File: src/rtl/alu_serial_arbiter_if.sv
// alu_serial_arbiter_if: request, response and ALU-side signals of the serial ALU arbiter
interface alu_serial_arbiter_if;
  logic        req0_valid;
  logic        req0_ready;
  logic [31:0] req0_rs1;
  logic [31:0] req0_rs2;
  logic [2:0]  req0_func3;
  logic [6:0]  req0_func7;
  logic        req0_imm_t;
  logic        req1_valid;
  logic        req1_ready;
  logic [31:0] req1_rs1;
  logic [31:0] req1_rs2;
  logic [2:0]  req1_func3;
  logic [6:0]  req1_func7;
  logic        req1_imm_t;
  logic        resp0_valid;
  logic        resp0_ready;
  logic [31:0] resp0_rd;
  logic        resp0_err;
  logic        resp1_valid;
  logic        resp1_ready;
  logic [31:0] resp1_rd;
  logic        resp1_err;
  logic [31:0] alu_rs1;
  logic [31:0] alu_rs2;
  logic [2:0]  alu_func3;
  logic [6:0]  alu_func7;
  logic        alu_imm_t;
  logic        alu_start;
  logic        alu_done;
  logic [31:0] alu_rd;
  modport slave (
    input  req0_valid, req0_rs1, req0_rs2, req0_func3, req0_func7, req0_imm_t,
    input  req1_valid, req1_rs1, req1_rs2, req1_func3, req1_func7, req1_imm_t,
    input  resp0_ready, resp1_ready, alu_done, alu_rd,
    output req0_ready, req1_ready,
    output resp0_valid, resp0_rd, resp0_err, resp1_valid, resp1_rd, resp1_err,
    output alu_rs1, alu_rs2, alu_func3, alu_func7, alu_imm_t, alu_start
  );
  modport master (
    output req0_valid, req0_rs1, req0_rs2, req0_func3, req0_func7, req0_imm_t,
    output req1_valid, req1_rs1, req1_rs2, req1_func3, req1_func7, req1_imm_t,
    output resp0_ready, resp1_ready, alu_done, alu_rd,
    input  req0_ready, req1_ready,
    input  resp0_valid, resp0_rd, resp0_err, resp1_valid, resp1_rd, resp1_err,
    input  alu_rs1, alu_rs2, alu_func3, alu_func7, alu_imm_t, alu_start
  );
endinterface

File: src/rtl/alu_serial_arbiter.sv
// alu_serial_arbiter: round-robin sharing of one bit-serial ALU between two requesters
module alu_serial_arbiter #(
  parameter int FLUSH_CYCLES   = 64,
  parameter int TIMEOUT_CYCLES = 80
) (
  input logic clk,
  input logic rst,
  alu_serial_arbiter_if.slave bus
);
  typedef enum logic [2:0] {FLUSH, IDLE, START, WAIT, RESP} state_t;
  state_t      state, state_n;
  logic [15:0] cnt;
  logic        rr_ptr, owner, gnt, req_any, hs, timeout, resp_hs, err_q, imm_q;
  logic [31:0] rs1_q, rs2_q, rd0_q, rd1_q;
  logic [2:0]  f3_q;
  logic [6:0]  f7_q;
  // grant, handshake and timeout decode
  always_comb begin
    req_any = bus.req0_valid | bus.req1_valid;
    gnt     = (bus.req0_valid & bus.req1_valid) ? rr_ptr : bus.req1_valid;
    hs      = (state == IDLE) & req_any;
    timeout = (state == WAIT) & ~bus.alu_done & (cnt == 16'(TIMEOUT_CYCLES - 1));
    resp_hs = (state == RESP) & (owner ? bus.resp1_ready : bus.resp0_ready);
  end
  // next-state logic; a timed-out operation drains the ALU again before new work
  always_comb begin
    state_n = state;
    case (state)
      FLUSH:   state_n = (bus.alu_done || cnt == 16'(FLUSH_CYCLES - 1)) ? IDLE : FLUSH;
      IDLE:    state_n = req_any ? START : IDLE;
      START:   state_n = WAIT;
      WAIT:    state_n = (bus.alu_done || timeout) ? RESP : WAIT;
      RESP:    state_n = resp_hs ? (err_q ? FLUSH : IDLE) : RESP;
      default: state_n = FLUSH;
    endcase
  end
  // state register
  always_ff @(posedge clk or posedge rst)
    if (rst) state <= FLUSH;
    else state <= state_n;
  // shared flush/timeout counter: runs while FLUSH or WAIT persists, cleared otherwise
  always_ff @(posedge clk or posedge rst)
    if (rst) cnt <= '0;
    else cnt <= ((state == FLUSH || state == WAIT) && state_n == state) ? cnt + 16'd1 : '0;
  // operation latch and round-robin pointer update on acceptance
  always_ff @(posedge clk or posedge rst)
    if (rst) begin
      rs1_q  <= '0;
      rs2_q  <= '0;
      f3_q   <= '0;
      f7_q   <= '0;
      imm_q  <= 1'b0;
      owner  <= 1'b0;
      rr_ptr <= 1'b0;
    end else if (hs) begin
      rs1_q  <= gnt ? bus.req1_rs1 : bus.req0_rs1;
      rs2_q  <= gnt ? bus.req1_rs2 : bus.req0_rs2;
      f3_q   <= gnt ? bus.req1_func3 : bus.req0_func3;
      f7_q   <= gnt ? bus.req1_func7 : bus.req0_func7;
      imm_q  <= gnt ? bus.req1_imm_t : bus.req0_imm_t;
      owner  <= gnt;
      rr_ptr <= ~gnt;
    end
  // result capture into the owner's response register; a timeout returns zero
  always_ff @(posedge clk or posedge rst)
    if (rst) begin
      rd0_q <= '0;
      rd1_q <= '0;
      err_q <= 1'b0;
    end else if (state == WAIT && (bus.alu_done || timeout)) begin
      err_q <= timeout;
      if (owner) rd1_q <= bus.alu_done ? bus.alu_rd : '0;
      else rd0_q <= bus.alu_done ? bus.alu_rd : '0;
    end
  assign bus.req0_ready  = hs & ~gnt;
  assign bus.req1_ready  = hs & gnt;
  assign bus.resp0_valid = (state == RESP) & ~owner;
  assign bus.resp1_valid = (state == RESP) & owner;
  assign bus.resp0_err   = bus.resp0_valid & err_q;
  assign bus.resp1_err   = bus.resp1_valid & err_q;
  assign bus.resp0_rd    = rd0_q;
  assign bus.resp1_rd    = rd1_q;
  assign bus.alu_rs1     = rs1_q;
  assign bus.alu_rs2     = rs2_q;
  assign bus.alu_func3   = f3_q;
  assign bus.alu_func7   = f7_q;
  assign bus.alu_imm_t   = imm_q;
  assign bus.alu_start   = (state == START);
endmodule

File: src/flat_wrapper.sv
// flat-port wrapper written by rule: the top's interface ports become plain ports
module alu_serial_arbiter_flat 
#(
  parameter int FLUSH_CYCLES   = 64,
  parameter int TIMEOUT_CYCLES = 80
)
  (clk, rst, bus_req0_valid, bus_req0_rs1, bus_req0_rs2, bus_req0_func3, bus_req0_func7, bus_req0_imm_t, bus_req1_valid, bus_req1_rs1, bus_req1_rs2, bus_req1_func3, bus_req1_func7, bus_req1_imm_t, bus_resp0_ready, bus_resp1_ready, bus_alu_done, bus_alu_rd, bus_req0_ready, bus_req1_ready, bus_resp0_valid, bus_resp0_rd, bus_resp0_err, bus_resp1_valid, bus_resp1_rd, bus_resp1_err, bus_alu_rs1, bus_alu_rs2, bus_alu_func3, bus_alu_func7, bus_alu_imm_t, bus_alu_start);
  alu_serial_arbiter_if bus_i ();
  input logic clk;
  input logic rst;
  input wire logic [$bits(bus_i.req0_valid)-1:0] bus_req0_valid;
  input wire logic [$bits(bus_i.req0_rs1)-1:0] bus_req0_rs1;
  input wire logic [$bits(bus_i.req0_rs2)-1:0] bus_req0_rs2;
  input wire logic [$bits(bus_i.req0_func3)-1:0] bus_req0_func3;
  input wire logic [$bits(bus_i.req0_func7)-1:0] bus_req0_func7;
  input wire logic [$bits(bus_i.req0_imm_t)-1:0] bus_req0_imm_t;
  input wire logic [$bits(bus_i.req1_valid)-1:0] bus_req1_valid;
  input wire logic [$bits(bus_i.req1_rs1)-1:0] bus_req1_rs1;
  input wire logic [$bits(bus_i.req1_rs2)-1:0] bus_req1_rs2;
  input wire logic [$bits(bus_i.req1_func3)-1:0] bus_req1_func3;
  input wire logic [$bits(bus_i.req1_func7)-1:0] bus_req1_func7;
  input wire logic [$bits(bus_i.req1_imm_t)-1:0] bus_req1_imm_t;
  input wire logic [$bits(bus_i.resp0_ready)-1:0] bus_resp0_ready;
  input wire logic [$bits(bus_i.resp1_ready)-1:0] bus_resp1_ready;
  input wire logic [$bits(bus_i.alu_done)-1:0] bus_alu_done;
  input wire logic [$bits(bus_i.alu_rd)-1:0] bus_alu_rd;
  output wire logic [$bits(bus_i.req0_ready)-1:0] bus_req0_ready;
  output wire logic [$bits(bus_i.req1_ready)-1:0] bus_req1_ready;
  output wire logic [$bits(bus_i.resp0_valid)-1:0] bus_resp0_valid;
  output wire logic [$bits(bus_i.resp0_rd)-1:0] bus_resp0_rd;
  output wire logic [$bits(bus_i.resp0_err)-1:0] bus_resp0_err;
  output wire logic [$bits(bus_i.resp1_valid)-1:0] bus_resp1_valid;
  output wire logic [$bits(bus_i.resp1_rd)-1:0] bus_resp1_rd;
  output wire logic [$bits(bus_i.resp1_err)-1:0] bus_resp1_err;
  output wire logic [$bits(bus_i.alu_rs1)-1:0] bus_alu_rs1;
  output wire logic [$bits(bus_i.alu_rs2)-1:0] bus_alu_rs2;
  output wire logic [$bits(bus_i.alu_func3)-1:0] bus_alu_func3;
  output wire logic [$bits(bus_i.alu_func7)-1:0] bus_alu_func7;
  output wire logic [$bits(bus_i.alu_imm_t)-1:0] bus_alu_imm_t;
  output wire logic [$bits(bus_i.alu_start)-1:0] bus_alu_start;
  assign bus_i.req0_valid = bus_req0_valid;
  assign bus_i.req0_rs1 = bus_req0_rs1;
  assign bus_i.req0_rs2 = bus_req0_rs2;
  assign bus_i.req0_func3 = bus_req0_func3;
  assign bus_i.req0_func7 = bus_req0_func7;
  assign bus_i.req0_imm_t = bus_req0_imm_t;
  assign bus_i.req1_valid = bus_req1_valid;
  assign bus_i.req1_rs1 = bus_req1_rs1;
  assign bus_i.req1_rs2 = bus_req1_rs2;
  assign bus_i.req1_func3 = bus_req1_func3;
  assign bus_i.req1_func7 = bus_req1_func7;
  assign bus_i.req1_imm_t = bus_req1_imm_t;
  assign bus_i.resp0_ready = bus_resp0_ready;
  assign bus_i.resp1_ready = bus_resp1_ready;
  assign bus_i.alu_done = bus_alu_done;
  assign bus_i.alu_rd = bus_alu_rd;
  assign bus_req0_ready = bus_i.req0_ready;
  assign bus_req1_ready = bus_i.req1_ready;
  assign bus_resp0_valid = bus_i.resp0_valid;
  assign bus_resp0_rd = bus_i.resp0_rd;
  assign bus_resp0_err = bus_i.resp0_err;
  assign bus_resp1_valid = bus_i.resp1_valid;
  assign bus_resp1_rd = bus_i.resp1_rd;
  assign bus_resp1_err = bus_i.resp1_err;
  assign bus_alu_rs1 = bus_i.alu_rs1;
  assign bus_alu_rs2 = bus_i.alu_rs2;
  assign bus_alu_func3 = bus_i.alu_func3;
  assign bus_alu_func7 = bus_i.alu_func7;
  assign bus_alu_imm_t = bus_i.alu_imm_t;
  assign bus_alu_start = bus_i.alu_start;
  alu_serial_arbiter #(.FLUSH_CYCLES(FLUSH_CYCLES), .TIMEOUT_CYCLES(TIMEOUT_CYCLES)) u_core (.clk(clk), .rst(rst), .bus(bus_i));
endmodule
File: config.mk
export PLATFORM = sky130hd
export DESIGN_NAME = alu_serial_arbiter_flat
export DESIGN_NICKNAME = d
export VERILOG_FILES = /design/src/rtl/alu_serial_arbiter_if.sv /design/src/rtl/alu_serial_arbiter.sv /design/src/flat_wrapper.sv
export SDC_FILE = /design/constraint.sdc
export NUM_CORES = 1
export LEC_CHECK = 0
export CAP_MARGIN = 20
export CORE_UTILIZATION = 36
export CTS_BUF_LIST = sky130_fd_sc_hd__clkbuf_8 sky130_fd_sc_hd__clkbuf_16
export DETAILED_ROUTE_END_ITERATION = 10
export PLACE_DENSITY = 0.78
export SLEW_MARGIN = 20
export SYNTH_ARGS = -nofsm -noshare
export SYNTH_HDL_FRONTEND = slang
export SYNTH_SLANG_ARGS = --single-unit
File: constraint.sdc
create_clock -name clk -period 6.2 [get_ports clk]
set_clock_uncertainty 0.15 [all_clocks]
set_input_delay 1.24 -clock clk [delete_from_list [all_inputs] [get_ports clk]]
set_output_delay 1.24 -clock clk [all_outputs]
set_load 0.01 [all_outputs]
Word level (Yosys, flattened, before mapping)
Index checks and enable logic that the tools add are counted.
{"block": "totals", "ff_bits": 161, "input_bits": 189, "output_inout_bits": 146, "wordCells": 58}
{"block": "op_classes", "addsub": 1, "n_eq_ne": 7, "mux": 15, "bitwise": 15, "reduce_logical": 8}
{"cell": "$mux W32", "n": 3}
{"cell": "$add A16 B1 Y16 const B", "n": 1}
{"cell": "$eq A16 B6 Y1 const B", "n": 1}
{"cell": "$eq A16 B7 Y1 const B", "n": 1}
{"cell": "$mux W16", "n": 1}
{"cell": "$pmux W3 S5", "n": 1}
{"cell": "$and A1 B1 Y1", "n": 11}
{"cell": "$mux W3", "n": 3}
{"cell": "$mux W7", "n": 1}
{"cell": "$eq A3 B2 Y1 const B", "n": 2}
{"cell": "$mux W1", "n": 5}
{"cell": "$reduce_and A2 Y1", "n": 2}
{"cell": "$eq A3 B1 Y1 const B", "n": 1}
{"cell": "$eq A3 B3 Y1", "n": 1}
{"cell": "$eq A3 B3 Y1 const B", "n": 1}
{"cell": "$logic_not A3 Y1", "n": 1}
{"cell": "$logic_or A1 B1 Y1", "n": 3}
{"cell": "$not A1 Y1", "n": 3}
{"cell": "$logic_and A1 B1 Y1", "n": 2}
{"cell": "$mux W2", "n": 1}
{"cell": "$or A1 B1 Y1", "n": 1}

Longest topological paths before layout
Gate-level depths: netlist (run 1).
{"block": "logic_depth", "word_depth": 9, "ltp_mapped": 8, "depth_no_buf": 5}

Worst setup path after synthesis (run 1)
No wires, ideal clock.
{"block": "synth_timing", "path_kind": "input port to output port", "startpoint": "input port bus_req1_valid", "endpoint": "output port bus_req0_ready", "arrival_time_ns": 2.148, "t_required_ns": 4.810, "setup_slack_ns": 2.662, "stages": 5, "n_path_buf": 2, "path_cell_list": "nor2_1 -> nand3b_1 -> buf_2 -> buf_1 -> a21oi_1"}
{"block": "synth_between", "elab_chain_len": 4, "word_cells_on_any_way": 6, "cone_classes": "mux (1); bitwise (5)"}
{"item": "from (decl)", "line": "flat_wrapper.sv:17", "source": "input wire logic [$bits(bus_i.req1_valid)-1:0] bus_req1_valid;"}
{"item": "$and A1 B1 Y1", "line": "alu_serial_arbiter.sv:20", "source": "gnt = (bus.req0_valid & bus.req1_valid) ? rr_ptr : bus.req1_valid;"}
{"item": "$mux W1", "line": "alu_serial_arbiter.sv:20"}
{"item": "$not A1 Y1", "line": "alu_serial_arbiter.sv:75", "source": "assign bus.req0_ready = hs & ~gnt;"}
{"item": "$and A1 B1 Y1 *", "line": "alu_serial_arbiter.sv:75"}
{"item": "to (decl)", "line": "flat_wrapper.sv:27", "source": "output wire logic [$bits(bus_i.req0_ready)-1:0] bus_req0_ready;"}
Every way passes the cells marked *; elsewhere a longest branch is shown, timed or not.

Final worst setup path (run 1)
{"block": "layout_timing", "startpoint": "input port bus_req1_valid", "endpoint": "output port bus_req1_ready"}
{"block": "layout_between", "elab_chain_len": 3, "word_cells_on_any_way": 5, "cone_classes": "mux (1); bitwise (4)"}
{"item": "$or A1 B1 Y1 / $and A1 B1 Y1 (equally long branches)", "line": "alu_serial_arbiter.sv:19, alu_serial_arbiter.sv:20"}
{"item": "$and A1 B1 Y1 / $mux W1 (equally long branches)", "line": "alu_serial_arbiter.sv:21, alu_serial_arbiter.sv:20"}
{"item": "$and A1 B1 Y1 *", "line": "alu_serial_arbiter.sv:76", "source": "assign bus.req1_ready = hs & gnt;"}
{"item": "to (decl)", "line": "flat_wrapper.sv:28", "source": "output wire logic [$bits(bus_i.req1_ready)-1:0] bus_req1_ready;"}
Marked as above.

==> results of run 1 <==
-- critical path, cell delays in order --
cell             delay [ns]
clkdlybuf4s50_1        0.52
nor2_1                 0.08
nand3b_1               0.20
buf_4                  0.25
nor2_4                 0.11
clkdlybuf4s50_1        0.55
-- metrics by stage --
stage,std cells,worst slack [ns]
2_1_floorplan,836,0.4617
3_3_place_gp,1394,1.887
3_5_place_dp,1394,1.844
4_1_cts,1426,1.838
5_1_grt,1427,1.752
6_report,1428,1.838
-- routing by layer --
metal,up-vias,track usage,routed length [um]
met4,0,0.07121,486
met3,27,0.07470,2067
li1,3452,-,-
met5,-,0,0
met2,239,0.3486,11550
met1,3310,0.2673,10180
-- cell type report --
type                    instances  share of cell area
diodes                          2           0.0004218
multi-input cells             544              0.2718
clock inverters                13            0.009806
clock buffers                  19             0.03817
flip-flops and latches        161              0.3395
inverters                      68             0.02193
well taps                     275             0.02900
repair buffers                346              0.2893
-- cells by family (layout without fill, tap and decap cells) --
family | count (synthesis) | after routing | synth area share
other | 0 | 2 | 0
and+or+nand+nor | 224 | 224 | 0.1251
xor gates and xnor gates | 13 | 13 | 0.01450
DFF | 161 | 161 | 0.5130
AOI/OAI and AO/OA | 305 | 305 | 0.2662
buffers and inverters | 131 | 446 | 0.07838
muxes | 1 | 1 | 0.001275
adders and majority gates | 1 | 1 | 0.001593
-- synthesized netlist by cell type, types with 2 or more instances --
cell,count
a21oi_1,144
a21oi_2,10
and2_1,2
buf_1,14
buf_12,6
buf_2,9
buf_6,2
clkbuf_1,32
dfrtp_1,161
inv_1,68
nand2_1,39
nand3_1,4
nand3b_1,2
nand4_1,2
nor2_1,148
nor3_1,5
nor4_1,6
o21ai_0,15
o21ai_2,50
o2bb2ai_1,75
or3_1,2
xnor2_1,8
xor2_1,5
-- sequential cells by signal, indices dropped and copies added (netlist names) --
name / flops
u_core.bus.alu_rs1: 32
u_core.bus.alu_rs2: 32
u_core.bus.resp0_rd: 32
u_core.bus.resp1_rd: 32
u_core.cnt: 16
u_core.bus.alu_func7: 7
u_core.bus.alu_func3: 3
u_core.state: 3
u_core.bus.alu_imm_t: 1
u_core.err_q: 1
u_core.owner: 1
u_core.rr_ptr: 1
-- where the power goes --
part / internal [W] / switching (W)
Combinational: 0.00125 / 0.00122
Sequential: 0.00148 / 0.000294
Clock: 0.000551 / 0.000473
Total: 0.00328 / 0.00199
-- final timing paths --
path	to	cells past startpoint	from	slack, ns
setup / recovery	bus_req1_ready	6	bus_req1_valid	1.84
hold / removal	u_core.rr_ptr	2	u_core.rr_ptr	0.35
setup reg to reg	u_core.bus.resp1_rd[23]	6	u_core.cnt[0]	3.36
hold reg to reg	u_core.rr_ptr	2	u_core.rr_ptr	0.35
max in group asynchronous	u_core.bus.resp1_rd[21]	3	rst	3.63
min in group asynchronous	u_core.bus.alu_rs1[27]	2	rst	1.14
-- cells in the final DEF, fill, tap and decap left out, drive strengths merged, types with 2 or more instances in the layout --
cell type,n
o2bb2ai,75
and2,2
nand2,40
nand3b,2
dfrtp,161
inv,76
a21oi,154
o21ai,67
diode,2
xor2,5
xnor2,8
clkinv,4
clkdlybuf4s50,334
buf,12
nor4,7
nand3,6
clkbuf,19
nand4,3
nor2,148
or3,2
nor3,5
==> results.ini, run 1 <==
[sta]
maxSlewViolCount = 0
fin_crit_ns = 4.362
setup_viol = 0
fin_crit_sh = 0.7036
relSlewSlack = 0.3311
worst_pin_slew_ns = 1.003
final_hold_viol_count = 0
hold_slack_ns = 0.3471
setup-tns-final_ns = 0
rsz0062_at_grt = false
fmax_mhz = 229.2

[clocking]
cts_buffer_depth = 2
cts_buffers = 17
cts_hold_buf = 0
root_buffer = clkbuf_16
cts_tree = built
post_cts_resize_count = 0
cts.sinks = 161
clk_latency_ns = 0.42
clk_pin_slew_worst_paths_ns = 0.07
ctsHtreeMaxLevel = 4
postCtsSetupBuffers = 0

[route]
initialDrtViolationCount = 323
vias_per_cell = 4.922
vias = 7028
antenna_left = 0
drc = 0
postRouteWirelength_um = 24290
avgRoutedWirePerCell_um = 17.01
drt_pre_antenna_iters = 5

[synth]
synth_ff_type = dfrtp_1
synthesis.nets = 1026
synth_seq_cells = 161
synth_cell_types = 50
synthArstFlopShare = 1.000
ys_seq_area_frac = 0.5130
synth.area.top_cells = dfrtp_1 51%, a21oi_1 9.2%, o2bb2ai_1 8.4%
synth_top_area_share = 0.5130
avgSynthCellArea_um2 = 9.394
synth_edf_count = 0
synth.cell_area_um2 = 7854
yosysWarningCount = 0
synth_top_area_cell = dfrtp_1
syn-instance-count = 836

[job]
max-cap-violations = 0

[floorplan]
core_um2 = 21220
die_width_um = 149.7
num_rows = 53
dieArea_um2 = 22410
initial_utilization = 0.3701
die_h_um = 149.7
pin_count = 335

[global_route]
grt_max_degree = 78
grt_antenna_before_repair = 2
grt_pass1_wl_um = 37410
grt_use_total = 0.2154
grt_pass1_vias = 6913
gr-total-overflow = 0

[layout]
drive_gt1_frac = 0.1025
finish.instance_area_um2 = 11870
synthToLayoutAreaGrowth_pct = 51.09
fillers = 1903
nNetsFinal = 1328
fin_util = 0.5592
seq_area_um2 = 4029
multi_input_area_um2 = 3226

[power]
leakagePower_nw = 4.947
power.density_nw_per_um2 = 443.8
peakVddDrop_uv = 227.6
finalPower_w = 0.005266

[critical_path]
crit_type = in -> out
crit_path_start_kind = input pin
worstPathRequired_ns = 4.81
critical_path_arrival_ns = 2.97
path_max_fanout = 21
end_kind = output port

[placed_design]
gp_congestion = 0.7811
numPortBuffers = 334
place_area_um2 = 11290
dp_hpwl_um = 16910

[min_path]
min_path_type = reg -> reg

[status]
status = finished, final reports clean

No activity file was read; power rests on OpenSTA's default activity.
==> run 2, diff against run 1 <==
- PLACE_DENSITY: 0.78 -> 0.8
- clock period: 6.2 -> 3.7 ns (I/O delays scaled with it)
==> results.ini, run 2 (synthesis results as in run 1) <==
[status]
status = finished, final reports clean

[critical_path]
crit_path_max_incr_delay_ns = 0.61
reg2reg_depth = 6
crit_path_start_kind = input pin
crit_top_cell = clkdlybuf4s50_1
crit_slowest_cell = clkdlybuf4s50_1
worstPathRequired_ns = 2.81
crit_family = buffers and inverters
end_kind = output port
crit_type = in -> out
regToRegSetupSlack_ns = 1.15
critical_path_arrival_ns = 2.40
r2r_start = u_core.cnt[0]
critPathBufInv = 2
r2r-end = u_core.bus.resp1_rd[22]
path_max_fanout = 4
path_cells = clkdlybuf4s50_1 > nor2_1 > nand3b_1 > a21oi_1 > clkdlybuf4s50_1

[clocking]
ctsHtreeMaxLevel = 4
cts_tree = built
cts.sinks = 161
cts_buffers = 17
post_cts_resize_count = 0
clk_pin_slew_worst_paths_ns = 0.06
clk_latency_ns = 0.41
postCtsSetupBuffers = 0
cts_hold_buf = 0
cts_buffer_depth = 2
root_buffer = clkbuf_16

[sta]
relSlewSlack = 0.3879
worst_pin_slew_ns = 0.9182
setup_viol = 0
fin_crit_sh = 0.8890
fin_crit_ns = 3.289
final_hold_viol_count = 0
fmax_mhz = 304.0
setup-tns-final_ns = 0
rsz0062_at_grt = false
maxSlewViolCount = 0

[floorplan]
die_width_um = 149.7
dieArea_um2 = 22410
core_um2 = 21220
num_rows = 53
pin_count = 335
die_h_um = 149.7
initial_utilization = 0.3701

[layout]
drive_gt1_frac = 0.1008
layout_common_cells = 334 x clkdlybuf4s50_1, 161 x dfrtp_1, 147 x nor2_1
final_common_cell = clkdlybuf4s50_1
multi_input_area_um2 = 3226
fin_util = 0.5610
fillers = 1852
seq_area_um2 = 4029
nNetsFinal = 1328
synthToLayoutAreaGrowth_pct = 51.57

[route]
avgRoutedWirePerCell_um = 17.00
vias_per_cell = 5.014
antenna_left = 0
drt_pre_antenna_iters = 4
postRouteWirelength_um = 24260
initialDrtViolationCount = 309
vias = 7155
drc = 0

[power]
leakagePower_nw = 4.952
peakVddDrop_uv = 387.3
power.density_nw_per_um2 = 741.8
p_seq_frac = 0.338
p_int_w = 0.005518
combinationalPowerShare = 0.469
switchingPower_w = 0.003313
clock_power_share = 0.193
swShare = 0.3752

[global_route]
grt_pass1_vias = 7058
grt_antenna_before_repair = 1
gr-total-overflow = 0
grt_use_total = 0.2162
grt_max_degree = 89
grt_pass1_wl_um = 37640

[min_path]
hp-start = u_core.rr_ptr
worstHoldEndpoint = u_core.rr_ptr
hold_depth = 2
min_path_type = reg -> reg

[placed_design]
numPortBuffers = 334
dp_hpwl_um = 17000
gp_congestion = 0.7842

[job]
max-cap-violations = 0

run 2: metrics by stage:
| step | hold WS, ns | power, W | std cells | worst slack [ns] | area [um2] |
|---|---|---|---|---|---|
| 2_1_floorplan | 0.3074 | 0.005085 | 836 | 0.7672 | 7858 |
| 6_report | 0.3443 | 0.008831 | 1427 | 0.4107 | 11900 |
| 3_3_place_gp | 0.3233 | 0.007053 | 1394 | 0.3905 | 11340 |
| 5_1_grt | 0.3765 | 0.009432 | 1427 | 0.2872 | 11900 |
| 4_1_cts | 0.3499 | 0.008927 | 1426 | 0.3750 | 11900 |
| 3_5_place_dp | 0.3365 | 0.007184 | 1394 | 0.3909 | 11340 |
run 2: cell type report:
class,count,area share
flip-flops and latches,161,0.3384
repair buffers,346,0.2926
multi-input cells,544,0.2710
clock buffers,17,0.03574
well taps,275,0.02890
inverters,68,0.02176
clock inverters,15,0.01135
diodes,1,0.0002102
run 2: power groups by stage:
| stage | Combinational (W) | Sequential, W | Clock, W |
|---|---|---|---|
| detailed placement | 0.00418 | 0.00301 | 0 |
| global route | 0.00454 | 0.00307 | 0.00182 |
| finish | 0.00415 | 0.00298 | 0.00170 |
| floorplan | 0.00187 | 0.00322 | 0 |
| global placement | 0.00408 | 0.00297 | 0 |
| CTS | 0.00420 | 0.00298 | 0.00175 |
run 2: metal layers:
| metal | routed length [um] | share of wire | track usage |
|---|---|---|---|
| met3 | 2232 | 0.092 | 0.07988 |
| met2 | 11650 | 0.48 | 0.3502 |
| met1 | 9851 | 0.41 | 0.2676 |
| met5 | 0 | 0 | 0 |
| met4 | 520 | 0.021 | 0.06465 |
run 2: worst max path at each step:
stage                         from                      end  depth (start not counted)
CTS                 bus_req1_valid           bus_req0_ready                          5
global placement    bus_req1_valid           bus_req0_ready                          5
global route        bus_req1_valid           bus_req0_ready                          5
floorplan                      rst  u_core.bus.alu_func3[0]                          1
finish              bus_req1_valid           bus_req0_ready                          5
detailed placement  bus_req1_valid           bus_req0_ready                          5
run 2: worst register-to-register path, delay by kind of cell, from the launching register on:
kind,cells,cell delay [ns]
compound gates,2,0.52
flops,1,0.40
fa+ha+maj,1,0.22
buf+inv,1,0.37
simple gates,2,0.77
==> run 3, diff against run 2 <==
- DONT_BUFFER_PORTS: unset -> 1
- PLACE_DENSITY: 0.8 -> 0.6
==> results.ini, run 3 (synthesis results as in run 1) <==
[status]
status = finished, final reports clean

[critical_path]
worstPathRequired_ns = 2.81
reg2reg_depth = 6
crit_path_start_kind = flip-flop
r2r_start = u_core.cnt[0]
path_max_fanout = 10
critical_path_arrival_ns = 1.80
regToRegSetupSlack_ns = 1.07
end_kind = output port
r2r-end = u_core.bus.resp1_rd[31]
crit_type = reg -> out

[power]
leakagePower_nw = 3.636
peakVddDrop_uv = 319.8
power.density_nw_per_um2 = 854.0

[route]
drc = 0
avgRoutedWirePerCell_um = 20.32
drt_pre_antenna_iters = 6
vias_per_cell = 5.341
initialDrtViolationCount = 307
antenna_left = 0
postRouteWirelength_um = 22280
vias = 5854

[sta]
setup-tns-final_ns = 0
relSlewSlack = 0.3726
fmax_mhz = 371.1
worst_pin_slew_ns = 0.9411
maxSlewViolCount = 0
setup_viol = 0
fin_crit_sh = 0.7283
final_hold_viol_count = 0
fin_crit_ns = 2.695
rsz0062_at_grt = false

[layout]
nNetsFinal = 997
seq_area_um2 = 4029
multi_input_area_um2 = 3237
drive_gt1_frac = 0.1476
finish.instance_area_um2 = 8606
final_common_cell = dfrtp_1
synthToLayoutAreaGrowth_pct = 9.575
fillers = 2094
layout_common_cells = 161 x dfrtp_1, 147 x nor2_1, 144 x a21oi_1

[clocking]
post_cts_resize_count = 0
root_buffer = clkbuf_16
clk_pin_slew_worst_paths_ns = 0.07
cts_hold_buf = 0
cts_tree = built
ctsHtreeMaxLevel = 4
cts_buffers = 17
clk_latency_ns = 0.42
cts.sinks = 161
cts_buffer_depth = 2
postCtsSetupBuffers = 0

[floorplan]
die_h_um = 149.7
core_um2 = 21220
dieArea_um2 = 22410
initial_utilization = 0.3701
num_rows = 53
die_width_um = 149.7
pin_count = 335

[placed_design]
place_area_um2 = 8044
numPortBuffers = 0
gp_congestion = 0.8057
dp_hpwl_um = 15690

[global_route]
grt_use_total = 0.1962
grt_pass1_wl_um = 33330
gr-total-overflow = 0
grt_antenna_before_repair = 1
grt_pass1_vias = 5624
grt_max_degree = 83

[job]
max-cap-violations = 0

[min_path]
min_path_type = in -> async

-- run 3: cell types whose count changed in the layout (fill, tap and decap cells not counted), sizes merged --
cell / before / now
buf: 12 / 15
bufinv: 1 / 0
clkinvlp: 4 / 2
clkdlybuf4s50: 334 / 0
clkbuf: 17 / 18
inv: 73 / 75
-- run 3: metal layers --
| metal | global-route usage | vias to the layer above | wire length [um] |
|---|---|---|---|
| met5 | 0 | - | 0 |
| met4 | 0.06162 | 0 | 293 |
| met3 | 0.08689 | 17 | 2311 |
| met2 | 0.3072 | 233 | 10620 |
| met1 | 0.2412 | 2800 | 9047 |
| li1 | - | 2804 | - |
-- run 3: final cells by class --
class / instances / share of cell area
Antenna cell: 1 / 0.0002908
Inverter: 68 / 0.03010
Clock buffer: 18 / 0.05103
Sequential cell: 161 / 0.4682
Clock inverter: 14 / 0.01396
Timing Repair Buffer: 15 / 0.02035
Multi-Input combinational cell: 544 / 0.3761
Tap cell: 275 / 0.03998
-- run 3: metrics by stage --
stage / hold slack [ns] / std cells / power (W) / setup WS [ns] / util
2_1_floorplan: 0.3074 / 836 / 0.005085 / 0.7672 / -
3_3_place_gp: 0.3198 / 1063 / 0.005648 / 1.060 / 0.3791
3_5_place_dp: 0.3340 / 1063 / 0.005723 / 1.039 / 0.3791
4_1_cts: 0.1850 / 1095 / 0.007437 / 0.9568 / 0.4054
5_1_grt: 0.2003 / 1096 / 0.007887 / 0.8259 / 0.4055
6_report: 0.1634 / 1096 / 0.007349 / 1.005 / 0.4055
-- run 3: report_power, final --
| group | internal, W | switching, W | total (W) |
|---|---|---|---|
| registers | 0.00248 | 0.00102 | 0.00350 |
| clock network | 0.000900 | 0.000803 | 0.00170 |
| logic | 0.000849 | 0.00130 | 0.00215 |
-- run 3: how the worst max path moves through the flow --
stage	to	cells after the start	slack, ns	startpoint
2_1_floorplan	u_core.bus.alu_func3[0]	1	0.77	rst
6_report	bus_resp0_err	2	1.01	u_core.state[0]
3_5_place_dp	u_core.bus.resp1_rd[31]	6	1.04	u_core.cnt[0]
3_3_place_gp	u_core.bus.resp1_rd[31]	6	1.06	u_core.cnt[0]
5_1_grt	bus_req0_ready	3	0.83	u_core.state[1]
4_1_cts	bus_req0_ready	3	0.96	u_core.state[1]
-- run 3: worst max-delay path: stages (launching register included) --
cell and delay (ns):
dfrtp_1 0.52, nor4_1 0.60, and2_1 0.26
